[src/rtl/shim_eject_pad_filter.sv]
// Ejection-side pad filter for the SiliconSwitch shim user port.
// Drops flit-rounding pad phits and queues real phits for the client.
//
// Ports:
//   clk, reset_n       clock, asynchronous active-low reset
//   in_ifc / in_wren   phit from the shim and its valid strobe
//   in_full            back-pressure to the shim (one-entry slack)
//   out_ifc / out_wren head-of-FIFO phit and its transfer strobe
//   out_full           client back-pressure
//   pad_drop_cnt       saturating count of discarded pad phits
//   orphan_err         sticky: non-first phit seen while idle
//   pad_err            sticky pad-content error (SN_PAD_CHECK_EN),
//                      otherwise tied to 0
//
// Optional macro: SN_PAD_CHECK_EN enables pad content checking.

package sn_pkg;

    localparam int SN_PHIT_WIDTH = 128;

    typedef struct packed {
        logic                     first;
        logic                     last;
        logic [7:0]               dst_port;
        logic [SN_PHIT_WIDTH-1:0] data;
    } SwitchInterface;

endpackage

module shim_eject_pad_filter
    import sn_pkg::*;
#(
    parameter int FLIT_WIDTH = 512,
    parameter int PHIT_WIDTH = 128,
    parameter int FIFO_DEPTH = 4
) (
    input  logic                             clk,
    input  logic                             reset_n,
    input  logic [$bits(SwitchInterface)-1:0] in_ifc,
    input  logic                             in_wren,
    output logic                             in_full,
    output logic [$bits(SwitchInterface)-1:0] out_ifc,
    output logic                             out_wren,
    input  logic                             out_full,
    output logic [15:0]                      pad_drop_cnt,
    output logic                             orphan_err,
    output logic                             pad_err
);

    localparam int PPF   = FLIT_WIDTH / PHIT_WIDTH;
    localparam int PCW   = $clog2(PPF);
    localparam int AW    = $clog2(FIFO_DEPTH);
    localparam int IFC_W = $bits(SwitchInterface);

    typedef enum logic [1:0] {
        kIdle,
        kBusy,
        kDrop
    } state_t;

    SwitchInterface in_phit;
    assign in_phit = in_ifc;

    state_t         state;
    state_t         state_nx;
    logic [PCW-1:0] phit_count;
    logic [PCW-1:0] count_nx;
    logic           keep;
    logic           drop_pad;
    logic           orphan;

    always_comb begin
        state_nx = state;
        count_nx = phit_count;
        keep     = 1'b0;
        drop_pad = 1'b0;
        orphan   = 1'b0;
        if (in_wren) begin
            unique case (state)
                kIdle: begin
                    if (in_phit.first) begin
                        keep     = 1'b1;
                        count_nx = phit_count + PCW'(1);
                        state_nx = in_phit.last ? kDrop : kBusy;
                    end else begin
                        orphan = 1'b1;
                    end
                end
                kBusy: begin
                    keep     = 1'b1;
                    count_nx = phit_count + PCW'(1);
                    if (in_phit.last) begin
                        state_nx = (count_nx == '0) ? kIdle : kDrop;
                    end
                end
                kDrop: begin
                    drop_pad = 1'b1;
                    count_nx = phit_count + PCW'(1);
                    if (count_nx == '0) begin
                        state_nx = kIdle;
                    end
                end
                default: state_nx = kIdle;
            endcase
        end
    end

    always_ff @(posedge clk or negedge reset_n) begin
        if (!reset_n) begin
            state        <= kIdle;
            phit_count   <= '0;
            pad_drop_cnt <= '0;
            orphan_err   <= 1'b0;
        end else begin
            state      <= state_nx;
            phit_count <= count_nx;
            orphan_err <= orphan_err | orphan;
            if (drop_pad && pad_drop_cnt != 16'hFFFF) begin
                pad_drop_cnt <= pad_drop_cnt + 16'd1;
            end
        end
    end

    // Show-ahead FIFO: head entry is always presented on out_ifc.
    logic [IFC_W-1:0] mem [FIFO_DEPTH];
    logic [AW-1:0]    wr_ptr;
    logic [AW-1:0]    rd_ptr;
    logic [AW:0]      occ;
    logic             fifo_full;
    logic             fifo_empty;
    logic             push;
    logic             pop;

    assign fifo_full  = (occ == (AW+1)'(FIFO_DEPTH));
    assign fifo_empty = (occ == '0);
    // A push into a full FIFO is a protocol violation; it is discarded.
    assign push       = keep & ~fifo_full;
    assign pop        = ~fifo_empty & ~out_full;
    assign out_wren   = pop;
    assign out_ifc    = mem[rd_ptr];
    assign in_full    = (occ >= (AW+1)'(FIFO_DEPTH - 1));

    always_ff @(posedge clk or negedge reset_n) begin
        if (!reset_n) begin
            wr_ptr <= '0;
            rd_ptr <= '0;
            occ    <= '0;
        end else begin
            if (push) begin
                wr_ptr <= wr_ptr + AW'(1);
            end
            if (pop) begin
                rd_ptr <= rd_ptr + AW'(1);
            end
            if (push && !pop) begin
                occ <= occ + (AW+1)'(1);
            end else if (pop && !push) begin
                occ <= occ - (AW+1)'(1);
            end
        end
    end

    always_ff @(posedge clk) begin
        if (push) begin
            mem[wr_ptr] <= in_ifc;
        end
    end

    no_overflow: assert property (
        @(posedge clk) disable iff (!reset_n) !(keep && fifo_full)
    );

`ifdef SN_PAD_CHECK_EN
    localparam logic [PHIT_WIDTH-1:0] PAD_DATA = {PHIT_WIDTH/2{2'b10}};

    logic [7:0] pkt_dst;
    logic       pad_bad;

    assign pad_bad = (in_phit.data != PAD_DATA) | in_phit.first
                   | in_phit.last | (in_phit.dst_port != pkt_dst);

    always_ff @(posedge clk or negedge reset_n) begin
        if (!reset_n) begin
            pkt_dst <= '0;
            pad_err <= 1'b0;
        end else begin
            if (keep && state == kIdle) begin
                pkt_dst <= in_phit.dst_port;
            end
            if (drop_pad && pad_bad) begin
                pad_err <= 1'b1;
            end
        end
    end
`else
    logic unused_pad_fields;
    assign unused_pad_fields = ^{in_phit.dst_port, in_phit.data};
    assign pad_err = 1'b0;
`endif

endmodule

[config.mk]
export PLATFORM = sky130hd
export DESIGN_NAME = shim_eject_pad_filter
export DESIGN_NICKNAME = d
export VERILOG_FILES = /design/src/rtl/shim_eject_pad_filter.sv
export SDC_FILE = /design/constraint.sdc
export NUM_CORES = 1
export LEC_CHECK = 0
export ABC_AREA = 1
export CORE_UTILIZATION = 49
export DETAILED_ROUTE_END_ITERATION = 8
export GPL_ROUTABILITY_DRIVEN = 0
export HOLD_SLACK_MARGIN = 0.05
export PLACE_DENSITY = 0.76
export REMOVE_ABC_BUFFERS = 1
export SETUP_SLACK_MARGIN = 0.1
export SYNTH_ARGS = -nofsm -noshare
export SYNTH_HDL_FRONTEND = slang
export SYNTH_SLANG_ARGS = --single-unit
[constraint.sdc]
create_clock -name clk -period 7.2 [get_ports clk]
set_input_delay 1.44 -clock clk [delete_from_list [all_inputs] [get_ports clk]]
set_output_delay 1.44 -clock clk [all_outputs]
set_load 0.1 [all_outputs]
======== Word level (Yosys, flattened, before mapping) ========
Memory sizes are Yosys's and may differ from the RTL's.
Cells that the tools add are included.
storage, ports and cells
  register bits after elaboration ......... 28
  latch bits .............................. 0
  bits in writable memories ............... 552
  memory bits (read-only) ................. 0
  bits of input ports ..................... 142
  output and inout port bits .............. 158
  logic and storage cells ................. 61
  memories kept ........................... 1
cells by class
  add/subtract/negate cells ............... 6
  $mul .................................... 0
  div/mod/pow operators ................... 0
  magnitude comparators ................... 1
  eq/ne operators ......................... 7
  shifts and indexed selects .............. 0
  multiplexer cells ....................... 20
  bitwise operators ....................... 6
  reduce and logical (&&, ||, !) cells .... 13
memory list
  memory  words  bits a word  rd ports  clocked after Yosys merged registers in  wr ports  line  RTL
  mem     4      138          1         0                                        1         125   logic [IFC_W-1:0] mem [FIFO_DEPTH];
operators with widths
  operator                 number
  $add A16 B1 Y16 const B  1
  $ne A16 B16 Y1 const B   1
  $mux W2                  6
  $mux W1                  9
  $add A2 B1 Y2 const B    3
  $mux W3                  2
  $ne A2 B2 Y1 const B     3
  $pmux W2 S3              1
  $logic_not A2 Y1         2
  $pmux W2 S2              1
  $reduce_and A4 Y1        1
  $reduce_bool A2 Y1       2
  $add A3 B1 Y3 const B    1
  $eq A3 B3 Y1 const B     1
  $ge A3 B2 Y1 const B     1
  $logic_and A1 B1 Y1      3
  $logic_not A3 Y1         1
  $not A1 Y1               3
  $reduce_and A3 Y1        1
  $sub A3 B1 Y3 const B    1
  $and A1 B1 Y1            2
  $eq A2 B1 Y1 const B     1
  $eq A2 B2 Y1 const B     1
  $logic_not A1 Y1         2
  other kinds (3)          3

======== Logic depth before layout (Yosys ltp) ========
  depth in word-level cells ............... 8
  mapped depth ............................ 10
  mapped depth without buffers ............ 10

======== Worst setup path after synthesis ========
No wires, ideal clock.
  kind .................................... input to register
  start ................................... input port in_wren
  end ..................................... memory mem[0][0] (netlist name), enable pin
  setup time .............................. 0.638 ns
  arrival ................................. 7.545 ns
  required time ........................... 6.562 ns
  slack ................................... -0.983 ns
  stages .................................. 4
  path buffers ............................ 0
  cells stage by stage .................... inv_1 > nor2_1 > nand3_1 > nor2_1
on the way
  longest elaborated chain between the ends .. 4
RTL lines
  what                           line  RTL
  start: declaration             40    input logic in_wren,
  $mux W1                        78    if (in_wren) begin
  $and A1 B1 Y1                  137   assign push = keep & ~fifo_full;
  $mux W1                        164   if (push) begin
  $mux W1 (implied by the code)  165   mem[wr_ptr] <= in_ifc;
  end: declaration               125
No other way between the ends.

======== Final worst setup path ========
  start ................................... register rd_ptr[1]
  end ..................................... output port out_ifc[92]
on the way
  longest elaborated chain between the ends .. 1
RTL lines
  what                      line  RTL
  start: declaration        127   logic [AW-1:0] rd_ptr;
  start signal: assignment  153   rd_ptr <= rd_ptr + AW'(1);
  $mem_v2 Z4 W138           n/a
  end: declaration          42    output logic [$bits(SwitchInterface)-1:0] out_ifc,
No other way between the ends.

==> key figures <==
Clock tree
  – CTS tree: built
  – CTS Hold Bufs: 0
  – CTS Buf Count: 56
  – Maximum buffer depth of the clock tree: 3
  – Clk_lat worst skew: 0.60 ns
  – Post-CTS Setup Repair Bufs: 0
  – Root buf cell: clkbuf_16
  – Clock slew at reported path FFs: 0.06 ns
  – CTS H-tree lvls: 2
  – Clock sinks: 580
  – CTS resizes: 0

Timing
  – Fin Clk Skew: 0.0220 ns
  – Slew headroom: 0.252
  – Worst Max-Slew Pin Slew: ~1.1 ns
  – Final hold viol count: 0
  – Hold WS: 0.476 ns
  – Min Tclk post-route: 5.67 ns
  – Pins Over Slew Limit: 0
  – Tcrit/Tclk final: 0.788
  – Final setup fails: 0
  – Final setup margin: 1.53 ns
  – RSZ-0062 raised after global routing: false
  – Highest clock rate: between 0.15 and 0.2 GHz

Setup path
  – Slowest cell on the critical path: clkdlybuf4s50_1
  – Largest delay share family, worst path: buffers and inverters
  – Worst setup SP type: flip-flop
  – Max FO, Critical Path: 139
  – Crit path required time: approximately 5.8 ns
  – CP Cell Sequence: inv_6, o21ai_0, o22ai_1, clkdlybuf4s50_1
  – R2R Setup Slk: 4.25 ns
  – Crit path buffers/inverters: 2
  – Critical Path AT: 4.23 ns
  – CP max stage delay: 1.17 ns
  – Element type at the critical path end: output pin
  – Worst Setup Path Type: reg -> out

Global routing
  – Tot GR Track Use: 0.210
  – Initial antenna violation count: 5
  – Largest net degree at the start of global routing: 140
  – Vias in the first global route: 13,600
  – GRT overflow: 0
  – First-pass GRT wire length: 75.2 mm

Floorplanning
  – Core Box Area: 44,300 µm²
  – I/O Pins: 300
  – Die Area: 46,000 µm²
  – # rows: 77
  – Die W: approximately 210 µm
  – Initial Util: 0.499
  – Die Y: between 200 and 250 µm

Yosys
  – Syn avg cell area: 14.2 µm²
  – Netlist cell types: 33
  – Area leader, netlist: edfxtp_1
  – Synth top area share: 0.750
  – Ys Warns: 0
  – Mapped Cells: 1,554
  – Synth area leaders: edfxtp_1 75%, o21ai_0 6.3%, nor2_1 5.1%, o22ai_1 3.9%, dfrtp_1 3.2%
  – Number of synthesized register bits: 580
  – Synthesized area: 22,100 µm²
  – Sequential-to-total area share from yosys stat: 0.782

Placement
  – Pre-CTS setup slack: 2.16 ns
  – Buffers on Ports: 298
  – DP Wirelength: 26.7 mm

Final layout
  – Final nets: 1,982
  – Share of post-route cells with drive strength above 1: 0.0602
  – Area Overhead vs Synth: 23.1%

Detailed routing
  – Detailed-route wire length per cell: 19.9 µm
  – Routed Antenna Nets: 0
  – Via count: ~14,000
  – Residual DRC count: 0
  – Post-Route WL: 49.2 mm
  – First drt pass iteration count: 5
  – Via density: 5.52
  – Detailed router's first-iteration violation count: 1,102

Flow run
  – Max_cap viols: 0

Worst hold path
  – Min-delay worst type: reg -> reg

Outcome
  – Outcome: completed
==> layout by cell type, fill, tap and decap left out, types with 2 or more instances in the layout <==
cell type        synthesis  final
edfxtp_1               552    552
clkdlybuf4s50_1          0    298
nor2_1                 300    296
o21ai_0                280    280
o22ai_1                138    138
nand2_1                 74     74
clkbuf_16                0     57
inv_1                   29     28
dfrtp_1                 28     26
clkinv_1                 0     14
clkinv_2                 0     12
clkbuf_1                41     11
buf_4                    8     11
nand3_1                 10     10
xor2_1                   9      9
ha_1                     7      7
nor2_4                   2      6
diode_2                  0      4
inv_6                    0      4
bufinv_16                0      4
buf_12                   0      4
nor3_1                   3      3
nand2_2                  3      3
nor2_2                   3      3
a21oi_1                  3      3
xnor2_1                  3      3
nand3b_1                 3      3
nand4_1                  3      3
o21ai_1                  2      2
o21ai_2                  2      2
dfrtp_4                  0      2
==> synthesized netlist by cell type <==
| cell type | instances |
|---|---|
| buf_2 | 17 |
| o22ai_1 | 138 |
| nor3_1 | 3 |
| nand3b_1 | 3 |
| nand2_2 | 3 |
| buf_4 | 8 |
| xor2_1 | 9 |
| nor2_1 | 300 |
| ha_1 | 7 |
| o21ai_0 | 280 |
| clkbuf_1 | 41 |
| buf_6 | 25 |
| a21oi_1 | 3 |
| dfrtp_1 | 28 |
| buf_1 | 1 |
| o21ai_1 | 2 |
| o21ai_2 | 2 |
| fa_1 | 1 |
| o31ai_1 | 1 |
| clkbuf_2 | 1 |
| nor2_2 | 3 |
| edfxtp_1 | 552 |
| xnor2_1 | 3 |
| conb_1 | 1 |
| inv_2 | 1 |
| nor2_4 | 2 |
| inv_1 | 29 |
| nand3_1 | 10 |
| inv_4 | 1 |
| nand2_1 | 74 |
| nand3_2 | 1 |
| nand4_1 | 3 |
| o21bai_1 | 1 |
==> path summary, 6_finish.rpt <==
check / start / endpoint / cells after the start
max reg2reg: state[0]$_DFFE_PN0P_ / mem[0][27]$_DFFE_PP_ / 5
min reg2reg: phit_count[0]$_DFFE_PN0P_ / phit_count[0]$_DFFE_PN0P_ / 1
min in group asynchronous: reset_n / pad_drop_cnt[10]$_DFFE_PN0P_ / 2
max in group asynchronous: reset_n / rd_ptr[0]$_DFFE_PN0P_ / 2
max: rd_ptr[1]$_DFFE_PN0P_ / out_ifc[92] / 4
min: phit_count[0]$_DFFE_PN0P_ / phit_count[0]$_DFFE_PN0P_ / 1
==> sequential cells by signal, summed over array words and instances (netlist names) <==
register	flops
pad_drop_cnt	16
mem	552
state	2
phit_count	2
rd_ptr	2
occ	3
orphan_err	1
wr_ptr	2
==> kinds of logic (layout without fill, tap and decap cells) <==
logic type,Yosys count,in the layout,synth area share
fa+ha+maj,8,8,0.00487
flops,580,580,0.782
simple gates,402,402,0.0715
compound gates,427,427,0.105
xor+xnor,12,12,0.00476
other cells,1,5,0.000170
buf+inv,124,447,0.0320
==> metrics by stage <==
| stage | TNS [ns] | util | cells | area (µm²) |
|---|---|---|---|---|
| final | 0 | 0.614 | 2473 | 27200 |
| after global routing | 0 | 0.614 | 2470 | 27200 |
| after CTS | 0 | 0.614 | 2469 | 27200 |
| after detailed placement | 0 | 0.574 | 2366 | 25400 |
| after global placement | 0 | 0.574 | 2366 | 25400 |
| after floorplan | -761.25 | - | 1461 | 21500 |
==> routing by layer <==
layer | vias up | global-route usage | share of wire
li1 | 6339 | - | -
met1 | 6781 | 0.276 | 0.42
met2 | 463 | 0.347 | 0.49
met3 | 76 | 0.0529 | 0.073
met4 | 4 | 0.0617 | 0.021
met5 | - | 0 | 0.00049
==> cell type report <==
cell class                 instances  area (µm²)
tap                              592         741
inverter                          31         129
multi-input combinational        850        4150
clock buffer                      68        1470
timing repair buffer             313        3150
antenna                            4        10.0
fill                            3274       17100
sequential                       580       17300
clock inverter                    35         275
Power is not shown: default switching activity piles up to over one toggle a cycle in this logic, so the estimate is an artifact.
